--- config.mk ---
export PLATFORM = sky130hd
export DESIGN_NAME = decode_stage_flat
export DESIGN_NICKNAME = d
export VERILOG_FILES = /design/src/rtl/decode_stage_if.sv /design/src/rtl/decode_stage.sv /design/src/flat_wrapper.sv
export SDC_FILE = /design/constraint.sdc
export NUM_CORES = 1
export LEC_CHECK = 0
export BUFFER_PORTS_ARGS = -buffer_cell sky130_fd_sc_hd__buf_2
export CORE_ASPECT_RATIO = 2
export CORE_MARGIN = 1
export CORE_UTILIZATION = 49
export DETAILED_ROUTE_END_ITERATION = 8
export PLACE_DENSITY = 0.7
export SYNTH_ARGS = -nofsm -noshare
export SYNTH_HDL_FRONTEND = slang
export SYNTH_SLANG_ARGS = --single-unit
export TNS_END_PERCENT = 1
--- constraint.sdc ---
create_clock -name clk -period 4.2 [get_ports clk]
set_clock_uncertainty 0.2 [all_clocks]
set_input_delay 0.21 -clock clk [delete_from_list [all_inputs] [get_ports clk]]
set_output_delay 0.21 -clock clk [all_outputs]
set_load 0.05 [all_outputs]
--- src/rtl/decode_stage_if.sv ---
// Fetch-to-decode handshake and decoded-instruction output bundle.
// The decode stage takes the slave side; the fetch/execute environment takes the master side.
interface decode_stage_if;
  // Upstream (fetch) side
  logic       in_valid;
  logic       in_ready;
  logic [7:0] in_instr;
  logic [7:0] in_pc;
  logic       flush;

  // Downstream (execute) side
  logic       out_valid;
  logic       out_ready;
  logic [1:0] out_opcode;
  logic [1:0] out_rs;
  logic [1:0] out_rt;
  logic [1:0] out_rd;
  logic [1:0] out_imm;
  logic [5:0] out_jtarget;
  logic [7:0] out_pc;
  logic [7:0] out_pc_plus1;
  logic       out_reg_write;
  logic       out_mem_read;
  logic       out_mem_write;
  logic       out_jump;

  modport master (
    output in_valid, in_instr, in_pc, flush, out_ready,
    input  in_ready, out_valid, out_opcode, out_rs, out_rt, out_rd, out_imm,
           out_jtarget, out_pc, out_pc_plus1,
           out_reg_write, out_mem_read, out_mem_write, out_jump
  );

  modport slave (
    input  in_valid, in_instr, in_pc, flush, out_ready,
    output in_ready, out_valid, out_opcode, out_rs, out_rt, out_rd, out_imm,
           out_jtarget, out_pc, out_pc_plus1,
           out_reg_write, out_mem_read, out_mem_write, out_jump
  );
endinterface

--- src/rtl/decode_stage.sv ---
// Decode stage: decodes fetched instructions at push time and buffers up to
// DEPTH decoded entries in order. The outputs come from a dedicated head
// register that is reloaded only when a new entry becomes the head, so they
// hold their last values while the buffer is empty.
module decode_stage #(
  parameter int DEPTH = 2  // 2 or 4
) (
  input  logic          clk,
  input  logic          reset,
  decode_stage_if.slave bus
);

  localparam int PTR_W = $clog2(DEPTH);
  localparam int CNT_W = $clog2(DEPTH + 1);
  localparam logic [PTR_W-1:0] PTR_LAST  = PTR_W'(DEPTH - 1);
  localparam logic [CNT_W-1:0] CNT_DEPTH = CNT_W'(DEPTH);

  localparam logic [1:0] OP_ADD = 2'b00;
  localparam logic [1:0] OP_LWD = 2'b01;
  localparam logic [1:0] OP_SWD = 2'b10;
  localparam logic [1:0] OP_JMP = 2'b11;

  typedef struct packed {
    logic [1:0] opcode;
    logic [1:0] rs;
    logic [1:0] rt;
    logic [1:0] rd;        // also the raw immediate
    logic [5:0] jtarget;
    logic [7:0] pc;
    logic [7:0] pc_plus1;
    logic       reg_write;
    logic       mem_read;
    logic       mem_write;
    logic       jump;
  } entry_t;

  function automatic entry_t decode(input logic [7:0] instr, input logic [7:0] pc);
    entry_t e;
    e          = '0;
    e.opcode   = instr[7:6];
    e.rs       = instr[5:4];
    e.rt       = instr[3:2];
    e.rd       = instr[1:0];
    e.jtarget  = instr[5:0];
    e.pc       = pc;
    e.pc_plus1 = pc + 8'd1;  // wraps 8'hFF -> 8'h00
    case (instr[7:6])
      OP_ADD:  e.reg_write = 1'b1;
      OP_LWD:  begin e.reg_write = 1'b1; e.mem_read = 1'b1; end
      OP_SWD:  e.mem_write = 1'b1;
      OP_JMP:  e.jump = 1'b1;
      default: ;
    endcase
    return e;
  endfunction

  function automatic logic [PTR_W-1:0] bump(input logic [PTR_W-1:0] p);
    return (p == PTR_LAST) ? '0 : p + 1'b1;
  endfunction

  entry_t           mem [DEPTH];
  entry_t           head;
  entry_t           head_nxt;
  entry_t           new_entry;
  logic [PTR_W-1:0] wr_ptr, rd_ptr, wr_nxt, rd_nxt;
  logic [CNT_W-1:0] count, cnt_nxt;
  logic             push, pop, load_head;

  assign new_entry     = decode(bus.in_instr, bus.in_pc);
  assign bus.in_ready  = !reset && (count < CNT_DEPTH);
  assign bus.out_valid = (count != '0);
  assign push          = bus.in_valid && bus.in_ready && !bus.flush;
  assign pop           = bus.out_valid && bus.out_ready && !bus.flush;

  // Next pointer/count state and the entry that becomes head next cycle
  always_comb begin
    // NOTE: every variable gets a default first so no path leaves it unassigned (no latch).
    wr_nxt    = wr_ptr;
    rd_nxt    = rd_ptr;
    cnt_nxt   = count;
    load_head = 1'b0;
    head_nxt  = head;
    if (bus.flush) begin
      wr_nxt  = '0;
      rd_nxt  = '0;
      cnt_nxt = '0;
    end else begin
      if (push) wr_nxt = bump(wr_ptr);
      if (pop)  rd_nxt = bump(rd_ptr);
      if (push && !pop)      cnt_nxt = count + 1'b1;
      else if (pop && !push) cnt_nxt = count - 1'b1;
      // Head changes when the old head leaves or the buffer was empty
      if ((pop || count == '0) && cnt_nxt != '0) begin
        load_head = 1'b1;
        head_nxt  = (push && rd_nxt == wr_ptr) ? new_entry : mem[rd_nxt];
      end
    end
  end

  // Entry storage written on each accepted push
  // NOTE: the storage array is not reset; only count/pointers/head define visible state.
  always_ff @(posedge clk) begin
    if (push) mem[wr_ptr] <= new_entry;
  end

  // Pointers, occupancy and head register
  // NOTE: sequential state uses non-blocking assignments so all registers update together.
  always_ff @(posedge clk or posedge reset) begin
    if (reset) begin
      wr_ptr <= '0;
      rd_ptr <= '0;
      count  <= '0;
      head   <= '0;
    end else begin
      wr_ptr <= wr_nxt;
      rd_ptr <= rd_nxt;
      count  <= cnt_nxt;
      if (load_head) head <= head_nxt;
    end
  end

  assign bus.out_opcode    = head.opcode;
  assign bus.out_rs        = head.rs;
  assign bus.out_rt        = head.rt;
  assign bus.out_rd        = head.rd;
  assign bus.out_imm       = head.rd;
  assign bus.out_jtarget   = head.jtarget;
  assign bus.out_pc        = head.pc;
  assign bus.out_pc_plus1  = head.pc_plus1;
  assign bus.out_reg_write = head.reg_write;
  assign bus.out_mem_read  = head.mem_read;
  assign bus.out_mem_write = head.mem_write;
  assign bus.out_jump      = head.jump;

endmodule

--- src/flat_wrapper.sv ---
// flat-port wrapper written by rule: the top's interface ports become plain ports
module decode_stage_flat 
#(
  parameter int DEPTH = 2           
)
  (clk, reset, bus_in_valid, bus_in_instr, bus_in_pc, bus_flush, bus_out_ready, bus_in_ready, bus_out_valid, bus_out_opcode, bus_out_rs, bus_out_rt, bus_out_rd, bus_out_imm, bus_out_jtarget, bus_out_pc, bus_out_pc_plus1, bus_out_reg_write, bus_out_mem_read, bus_out_mem_write, bus_out_jump);
  decode_stage_if bus_i ();
  input  logic clk;
  input  logic reset;
  input wire logic [$bits(bus_i.in_valid)-1:0] bus_in_valid;
  input wire logic [$bits(bus_i.in_instr)-1:0] bus_in_instr;
  input wire logic [$bits(bus_i.in_pc)-1:0] bus_in_pc;
  input wire logic [$bits(bus_i.flush)-1:0] bus_flush;
  input wire logic [$bits(bus_i.out_ready)-1:0] bus_out_ready;
  output wire logic [$bits(bus_i.in_ready)-1:0] bus_in_ready;
  output wire logic [$bits(bus_i.out_valid)-1:0] bus_out_valid;
  output wire logic [$bits(bus_i.out_opcode)-1:0] bus_out_opcode;
  output wire logic [$bits(bus_i.out_rs)-1:0] bus_out_rs;
  output wire logic [$bits(bus_i.out_rt)-1:0] bus_out_rt;
  output wire logic [$bits(bus_i.out_rd)-1:0] bus_out_rd;
  output wire logic [$bits(bus_i.out_imm)-1:0] bus_out_imm;
  output wire logic [$bits(bus_i.out_jtarget)-1:0] bus_out_jtarget;
  output wire logic [$bits(bus_i.out_pc)-1:0] bus_out_pc;
  output wire logic [$bits(bus_i.out_pc_plus1)-1:0] bus_out_pc_plus1;
  output wire logic [$bits(bus_i.out_reg_write)-1:0] bus_out_reg_write;
  output wire logic [$bits(bus_i.out_mem_read)-1:0] bus_out_mem_read;
  output wire logic [$bits(bus_i.out_mem_write)-1:0] bus_out_mem_write;
  output wire logic [$bits(bus_i.out_jump)-1:0] bus_out_jump;
  assign bus_i.in_valid = bus_in_valid;
  assign bus_i.in_instr = bus_in_instr;
  assign bus_i.in_pc = bus_in_pc;
  assign bus_i.flush = bus_flush;
  assign bus_i.out_ready = bus_out_ready;
  assign bus_in_ready = bus_i.in_ready;
  assign bus_out_valid = bus_i.out_valid;
  assign bus_out_opcode = bus_i.out_opcode;
  assign bus_out_rs = bus_i.out_rs;
  assign bus_out_rt = bus_i.out_rt;
  assign bus_out_rd = bus_i.out_rd;
  assign bus_out_imm = bus_i.out_imm;
  assign bus_out_jtarget = bus_i.out_jtarget;
  assign bus_out_pc = bus_i.out_pc;
  assign bus_out_pc_plus1 = bus_i.out_pc_plus1;
  assign bus_out_reg_write = bus_i.out_reg_write;
  assign bus_out_mem_read = bus_i.out_mem_read;
  assign bus_out_mem_write = bus_i.out_mem_write;
  assign bus_out_jump = bus_i.out_jump;
  decode_stage #(.DEPTH(DEPTH)) u_core (.clk(clk), .reset(reset), .bus(bus_i));
endmodule
### Word-level counts from Yosys, hierarchy flattened

Memory sizes are Yosys's and may differ from the RTL's. A register that Yosys moved wholly into a read port is not among the register bits.
Index checks and enable logic that the tools add are counted.

| word-level totals | value |
|---|---|
| bits in registers | 4 |
| bits in writable memories | 68 |
| input port bits | 21 |
| output and inout bits | 38 |
| memories | 1 |

Memories:

| name | words | bits a word | rd ports | clocked after Yosys merged registers in | wr ports | RTL line | text |
|---|---|---|---|---|---|---|---|
| u_core.mem | 2 | 34 | 1 | 1 | 1 | decode_stage.sv:61 | `entry_t mem [DEPTH];` |

| cells by class | value |
|---|---|
| add/subtract/negate cells | 5 |
| magnitude comparators | 1 |
| eq/ne operators | 3 |
| multiplexer cells | 19 |
| bitwise gates (word level) | 1 |
| reduce and logical (&&, ||, !) cells | 20 |

Operator list:

| operator | number |
|---|---|
| $mux W1 | 15 |
| $add A8 B1 Y8 const B | 1 |
| $logic_and A1 B1 Y1 | 8 |
| $mux W2 | 4 |
| $reduce_bool A2 Y1 | 3 |
| $eq A2 B2 Y1 const B | 2 |
| $logic_not A1 Y1 | 4 |
| $logic_not A2 Y1 | 2 |
| $reduce_and A3 Y1 | 1 |
| $add A1 B1 Y1 const B | 2 |
| $add A2 B1 Y2 const B | 1 |
| $eq A2 B1 Y1 const B | 1 |
| $lt A2 B2 Y1 const B | 1 |
| $reduce_or A2 Y1 | 1 |
| $sub A2 B1 Y2 const B | 1 |
| $logic_or A1 B1 Y1 | 1 |
| $not A1 Y1 | 1 |

### Logic depth before layout (Yosys ltp)

Gate-level depths: netlist of run 1.

| depth | value |
|---|---|
| depth in word-level cells | 14 |
| gate-level depth with buffers | 8 |
| mapped depth without buffers | 7 |

### Worst setup path before layout of run 1

OpenSTA, ideal clock, no wires.

| timing | value |
|---|---|
| kind | flip-flop to flip-flop |
| start | register u_core.count[1] |
| end | register u_core.head, in the netlist u_core.bus.out_imm[0] |
| arrival | 3165 ps |
| data required time | 3875 ps |
| setup slack | 710 ps |
| stages on the path, launching flop included | 7 |
| path buffers | 1 |
| clock period less this slack | 3490 ps |
| cells stage by stage | dfrtp_1 > or3b_4 > nor3_2 > mux2i_4 > buf_6 > mux2_4 > mux2_2 |

| between the ends | value |
|---|---|
| word-level cells in the longest chain between the ends | 14 |
| elaborated cells on any way between the ends | 25 |
| classes of those cells | add/sub (2); order compare (1); mux (7); reduce/logical (15) |

Ends and longest elaborated chain:

| what | RTL line | text |
|---|---|---|
| from (decl) | decode_stage.sv:66 | `logic [CNT_W-1:0] count, cnt_nxt;` |
| from (signal assigned) | decode_stage.sv:117 | `count <= cnt_nxt;` |
| $lt A2 B2 Y1 | decode_stage.sv:70 | `assign bus.in_ready = !reset && (count < CNT_DEPTH);` |
| $logic_and A1 B1 Y1 | decode_stage.sv:70 |  |
| $logic_and A1 B1 Y1 (2 in a row) | decode_stage.sv:72 | `assign push = bus.in_valid && bus.in_ready && !bus.flush;` |
| $logic_not A1 Y1 | decode_stage.sv:91 | `else if (pop && !push) cnt_nxt = count - 1'b1;` |
| $logic_and A1 B1 Y1 | decode_stage.sv:91 |  |
| $mux W2 | decode_stage.sv:91 |  |
| $mux W2 | decode_stage.sv:90 | `if (push && !pop) cnt_nxt = count + 1'b1;` |
| $mux W2 | decode_stage.sv:83 | `if (bus.flush) begin` |
| $reduce_bool A2 Y1 | decode_stage.sv:93 | `if ((pop \|\| count == '0) && cnt_nxt != '0) begin` |
| $logic_and A1 B1 Y1 | decode_stage.sv:93 |  |
| $mux W1 | decode_stage.sv:93 |  |
| $mux W1 | decode_stage.sv:83 |  |
| $reduce_and A3 Y1 (no line) | - |  |
| to (signal assigned) | decode_stage.sv:118 | `if (load_head) head <= head_nxt;` |
| to (decl) | decode_stage.sv:62 | `entry_t head;` |

Several ways; a longest one is shown, not always the timed one. The select of a mux whose other input is x is not followed.
A chain may end at the register's enable or synchronous reset.

### Final worst setup path of run 1

| timing | value |
|---|---|
| start | register u_core.count[0] |
| end | register u_core.head, in the netlist u_core.bus.out_rs[1] |

The elaborated chain is that of the path after synthesis.

==> results of run 1 <==
power by group through the flow:
stage | Clock [mW] | Combinational (mW) | Sequential (mW)
2_1_floorplan | 0 | 0.708 | 1.68
3_3_place_gp | 0 | 1.41 | 1.19
3_5_place_dp | 0 | 1.44 | 1.20
4_1_cts | 0.748 | 1.45 | 1.18
5_1_grt | 0.780 | 1.51 | 1.20
6_report | 0.726 | 1.43 | 1.18
metrics by stage:
stage	instance area [sq um]	setup slack, ns	hold WS (ns)	instances	power, mW
6_report	4790	1.02	0.0255	417	3.34
5_1_grt	4790	0.808	0.0265	417	3.50
4_1_cts	4790	0.966	0.0160	417	3.38
3_5_place_dp	4350	0.952	0.197	384	2.64
3_3_place_gp	4350	1.03	0.177	384	2.61
2_1_floorplan	3990	0.710	0.109	238	2.39
kinds of logic (layout without fill, tap and decap cells):
logic type | after synthesis | in the layout
flip-flops | 88 | 88
AND/OR/NAND/NOR | 27 | 27
buffers and inverters | 21 | 104
XOR/XNOR | 9 | 9
multiplexers | 86 | 86
AO/OA/AOI/OAI | 5 | 5
adder cells (fa/ha/maj) | 2 | 2
state kept, by name, indices dropped and copies added (netlist names):
| signal | flops |
|---|---|
| u_core.bus.out_imm | 2 |
| u_core.bus.out_jump | 1 |
| u_core.bus.out_mem_read | 1 |
| u_core.bus.out_mem_write | 1 |
| u_core.bus.out_opcode | 2 |
| u_core.bus.out_pc | 8 |
| u_core.bus.out_pc_plus1 | 8 |
| u_core.bus.out_reg_write | 1 |
| u_core.bus.out_rs | 2 |
| u_core.bus.out_rt | 2 |
| u_core.count | 2 |
| u_core.mem | 56 |
| u_core.rd_ptr | 1 |
| u_core.wr_ptr | 1 |
cell type report:
class                           count  area (sq um)  area share
Tap cell                           96           120      0.0251
Multi-Input combinational cell    129          1380       0.289
Clock buffer                       16           272      0.0567
Inverter                            6          22.5     0.00470
Sequential cell                    88          2480       0.518
Timing Repair Buffer               82           513       0.107
critical path, delay by kind of cell, from the launching register on:
kind	cells	cell delay (ns)
DFF	1	0.39
adders and majority gates	1	0.30
muxes	3	1.30
buffers and inverters	2	0.44
xor gates and xnor gates	1	0.33
and+or+nand+nor	1	0.09
layer usage:
metal / GRT usage / share of wire
met3: 0.0379 / 0.035
met2: 0.322 / 0.55
met5: 0 / 0
met4: 0.0908 / 0.027
met1: 0.206 / 0.39
path summary, 6_finish.rpt:
kind	startpoint	end	slack (ns)
worst max register to register	u_core.count[0]	u_core.bus.out_rs[1]	1.02
worst min register to register	u_core.bus.out_reg_write	u_core.bus.out_reg_write	0.30
worst max-delay path	u_core.count[0]	u_core.bus.out_rs[1]	1.02
worst min-delay path	bus_flush	u_core.count[0]	0.03
min in group asynchronous	reset	u_core.bus.out_pc_plus1[2]	0.37
max in group asynchronous	reset	u_core.bus.out_imm[0]	3.11
what timing repair did:
| item | 4_1_cts | 5_1_grt |
|---|---|---|
| setup buffers | 0 | 0 |
| endpoints found under the hold margin | 64 | 0 |
| hold buffers | 17 | 0 |
| gates resized for setup | 0 | 0 |
placed cells by master, fill, tap and decap left out, drive strengths merged:
cell and count:
buf 65, dlygate4sd3 17, and2 1, o21ai 1, dfrtp 32, o22a 1, mux2 77, a21oi 2
nor3 1, xor2 2, and3 3, inv 6, mux2i 9, a311oi 1, edfxtp 56, clkbuf 16
nor3b 3, nor2 7, xnor2 7, nand2b 1, ha 2, nand2 3, nand3 5, or3b 1
nor2b 2
==> out/summary.txt, run 1 <==
Cell repeated most along the worst path -> mux2_2
Slowest cell on the critical path -> mux2i_4
Initial Util -> 0.507
Max FO, Critical Path -> 15
Worst R2R Path Depth -> 8
IO Port Bufs -> 58
WHS Path Cells -> 2
First-pass GRT wire length -> 11.4 mm
P&R area growth vs syn -> 20.0%
Adder-Cell Fraction of Synth Area -> 0.00627
Cell variety after synth -> 30
FMAX -> 315 MHz
Critical path class -> reg -> reg
GRT Overall Usage -> 0.184
Endpoints failing setup -> 0
Clock root buffer -> clkbuf_16
Leakage -> 2.00 nW
Largest family of logic cells by synthesized area -> multiplexers
CTS tree -> built
Via count -> 2175
Inserted Clock Buffers -> 9
CTS H-tree depth -> 3
Floorplan row count -> 46
Status -> finished, final reports clean
Ant diodes -> 0
Multiplexer area fraction after synthesis -> 0.258
1st-iter DRT viols -> 66
#FFs+latches synth -> 88
Synth Area in Compound Gates -> 0.00909
# clock sinks -> 88
Prevailing post-synth register cell -> edfxtp_1
Fin Setup TNS -> 0 ns
Remaining DRCs -> 0
Vias in the first global route -> 2348
CP Cell Sequence -> inv_1, ha_1, nor2b_2, xnor2_1, mux2i_4, buf_4, mux2_2, mux2_2
Routed WL -> 6.99 mm
Biggest area consumer among synthesized cells -> edfxtp_1
Post-Syn Instances -> 238
Post-synthesis async set-or-reset flop share -> 0.364
XOR/XNOR Fraction of Synth Area -> 0.0216
Minimum clock period -> 3.18 ns
Worst-path clk slew -> 0.06 ns
CP peak stage delay -> 0.69 ns
Die area -> 8540 sq um
Initial antenna violation count -> 0
Global route overflow -> 0
Fillers -> 616
Tightest Pin Transition -> 0.693 ns
Crit end category -> register
Ys Warns -> 0
Final hold violation count -> 0
Slew HR -> 0.528
Final core occ -> 0.608
Clock buffer depth -> 2
Post-synth EDFFs -> 56
Internal -> 2.00 mW
Sw frac -> 0.403
Via density -> 5.22
Fin crit share -> 0.756
Slew Viols, Final -> 0
CP arrival -> 3.19 ns
CP startpoint kind -> register
ANT nets after route -> 0
Core Region -> 7890 sq um
Die height -> 130 um
RSZ-0062 raised after global routing -> no
CP required -> 4.21 ns
Syn_nets -> 261
Most common cell in the netlist -> edfxtp_1
First-pass iteration count of the detailed router -> 4
Io pins -> 59
# nets final -> 339
Avg Cell Area, Syn -> 16.8 sq um
Top cells by count, synth -> edfxtp_1 (56), mux2_2 (48), dfrtp_1 (32), mux2_4 (16), mux2_1 (13)
Pwr per Cell Area -> 698 nW/um^2
Area contributors post-synth -> edfxtp_1 (42%), dfrtp_1 (20%), mux2_2 (14%)
Gate power share -> 0.429
Worst skew pair latency -> 0.33 ns
Max_cap viols -> 0
Hpwl dp -> 4.58 mm
Maximum vdd drop -> 0.000361 V
Simple-Gate Fraction of Synth Area -> 0.0451
Layout cell share with drive strength beyond 1 -> 0.464
Switch Pwr -> 1.35 mW
Flop pwr share -> 0.354
Routed WL per cell -> 16.8 um
GP Congestion -> 0.708
Mapped cell area -> 3990 sq um
Chip width -> 65.8 um
Worst Hold Class -> in -> reg
Largest net degree at the start of global routing -> 33
Clk network pwr share -> 0.217
Seq/Total Area, Yosys -> 0.622
Top-area cell type share of the netlist area -> 0.421
Note: power is estimated with default switching activity, not from simulation.
==> run 2, diff against run 1 <==
Settings changed: PLACE_DENSITY 0.7 to 0.73.
Clock period 4.2 ns to 2.84 ns, I/O delays scaled along.
==> out/summary.txt, run 2 (synthesis results as in run 1) <==
Status -> finished, final reports clean
Minimum clock period -> 2.70 ns (-0.474 ns)
CP arrival -> 2.72 ns (-0.47 ns)
CTS H-tree depth -> 3 (unchanged)
Crit end category -> register
FMAX -> 370 MHz (+18%)
RSZ-0062 raised after global routing -> no
Reg with most FFs -> u_core.mem
Layout cell share with drive strength beyond 1 -> 0.471 (+0.00641)
CTS tree -> built
Vias in the first global route -> 2170 (-7.6%)
First-pass iteration count of the detailed router -> 4 (unchanged)
Worst skew pair latency -> 0.34 ns (about the same)
IO Port Bufs -> 58 (unchanged)
Routed WL -> 6.65 mm (-4.9%)
Die area -> 8540 sq um (unchanged)
Initial antenna violation count -> 0 (unchanged)
Worst-path clk slew -> 0.06 ns (about the same)
Fillers -> 579 (-6.0%)
Max FO, Critical Path -> 28 (+13)
Pwr per Cell Area -> 1030 nW/um^2 (+47%)
Max reg flops -> 56 (unchanged)
Post-route cell area -> 4870 sq um (+1.6%)
Worst Setup EP -> u_core.bus.out_pc_plus1[1]
Cell repeated most along the worst path -> mux2_2
Remaining DRCs -> 0 (unchanged)
Floorplan row count -> 46 (unchanged)
Worst R2R Path Depth -> 8 (unchanged)
Ant diodes -> 0 (unchanged)
First-pass GRT wire length -> 10.8 mm (-6.0%)
Clock root buffer -> clkbuf_16
DP Worst Slack -> 0.0764 ns (-0.876 ns)
Final core occ -> 0.617 (+0.00968)
GRT Overall Usage -> 0.174 (-0.00997)
Hpwl dp -> 4.32 mm (-5.6%)
Power Total -> 5.00 mW (+49%)
Max_cap viols -> 0 (unchanged)
Leakage -> 2.04 nW (+1.9%)
Leading cell type in the layout, fill and taps excluded -> buf_2
Setup WS post-layout -> 0.138 ns (-0.886 ns)
Global route overflow -> 0 (unchanged)
Area of the multi-input gates -> 1390 sq um (+0.54%)
Via count -> 2181 (+0.28%)
Slew Viols, Final -> 0 (unchanged)
Core Region -> 7890 sq um (unchanged)
Critical path class -> reg -> reg
Most frequent cells in the layout -> buf_2 (58), edfxtp_1 (56), mux2_2 (48)
1st-iter DRT viols -> 57 (-14%)
Tightest Pin Transition -> 0.458 ns (-0.235 ns)
Routed WL per cell -> 15.9 um (-5.3%)
Via density -> 5.21 (-0.20%)
Endpoints failing setup -> 0 (unchanged)
Clock buffer depth -> 2 (unchanged)
FF-to-FF setup slack -> 0.14 ns (-0.89 ns)
Slowest cell on the critical path -> dfrtp_1
Maximum vdd drop -> 0.000563 V (+56%)
GP Congestion -> 0.738 (+4.3%)
CP required -> 2.86 ns (-1.35 ns)
FF+latch area -> 2480 sq um (unchanged)
Fin crit share -> 0.951 (+0.195)
P&R area growth vs syn -> 21.9%
Die height -> 130 um (unchanged)
Post-CTS Setup Bufs -> 0 (unchanged)
# nets final -> 341 (+0.59%)
CP Cell Sequence -> inv_1, ha_1, nor2b_2, xnor2_2, mux2i_4, buf_12, mux2_2, mux2_2
Worst reg2reg path endpoint -> u_core.bus.out_pc_plus1[1]
Io pins -> 59 (unchanged)
Initial Util -> 0.507 (unchanged)
ANT nets after route -> 0 (unchanged)
Chip width -> 65.8 um (unchanged)
Largest net degree at the start of global routing -> 33 (unchanged)
Slew HR -> 0.695 (+0.167)
CP peak stage delay -> 0.45 ns (-0.24 ns)
Inserted Clock Buffers -> 9 (unchanged)
Setup crit start -> u_core.count[1]
Cell Area, Placed -> 4410 sq um (+1.3%)
Fin Setup TNS -> 0 ns (unchanged)
CP startpoint kind -> register
Worst Hold Class -> in -> reg
Final hold violation count -> 0 (unchanged)
# clock sinks -> 88 (unchanged)
Reg2reg start -> u_core.count[1]
-- run 2: cell type report --
cell class	instances	share of cell area
repair buffers	84	0.119
flip-flops and latches	88	0.510
clock inverters	1	0.00103
multi-input cells	129	0.286
well taps	96	0.0247
clock buffers	15	0.0550
inverters	6	0.00463
-- run 2: worst min-delay path by stage --
stage	endpoint	slack [ns]	depth (start not counted)	startpoint
final	u_core.wr_ptr	0.09	4	bus_in_valid
after global routing	u_core.wr_ptr	0.1	4	bus_in_valid
after CTS	u_core.wr_ptr	0.09	4	bus_in_valid
after detailed placement	u_core.bus.out_pc_plus1[0]	0.11	3	reset
after global placement	u_core.count[1]	0.11	3	reset
after floorplan	u_core.mem[0][12]	0.04	0	bus_in_pc[0]
-- run 2: metrics by stage --
stage,instances,hold slack [ns]
6_report,419,0.0937
5_1_grt,419,0.0977
4_1_cts,419,0.0896
3_5_place_dp,385,0.113
3_3_place_gp,385,0.114
2_1_floorplan,238,0.0409
-- run 2: worst max-delay path: cells and delay by family, from the launching register on --
kind | cells | cell delay, ns
XOR/XNOR | 1 | 0.18
buffers and inverters | 2 | 0.31
AND/OR/NAND/NOR | 1 | 0.24
adder cells (fa/ha/maj) | 1 | 0.25
flip-flops | 1 | 0.45
multiplexers | 3 | 0.91
-- run 2: layer usage --
| layer | wire length [um] | global-route usage | part of all wire | vias up |
|---|---|---|---|---|
| li1 | - | - | - | 1033 |
| met1 | 2670 | 0.198 | 0.40 | 1093 |
| met2 | 3590 | 0.297 | 0.54 | 45 |
| met3 | 237 | 0.0449 | 0.036 | 10 |
| met4 | 144 | 0.0844 | 0.022 | 0 |
| met5 | 0 | 0 | 0 | - |
-- run 2: power breakdown --
part	switching, mW	internal [mW]
registers	0.131	1.62
clock network	0.436	0.640
logic	1.43	0.743
-- run 2: timing repair --
item                                   CTS  global route
setup endpoints to repair                0             9
endpoints found under the hold margin   78             0
hold buffers                            18             0
gates resized for setup                  0             1
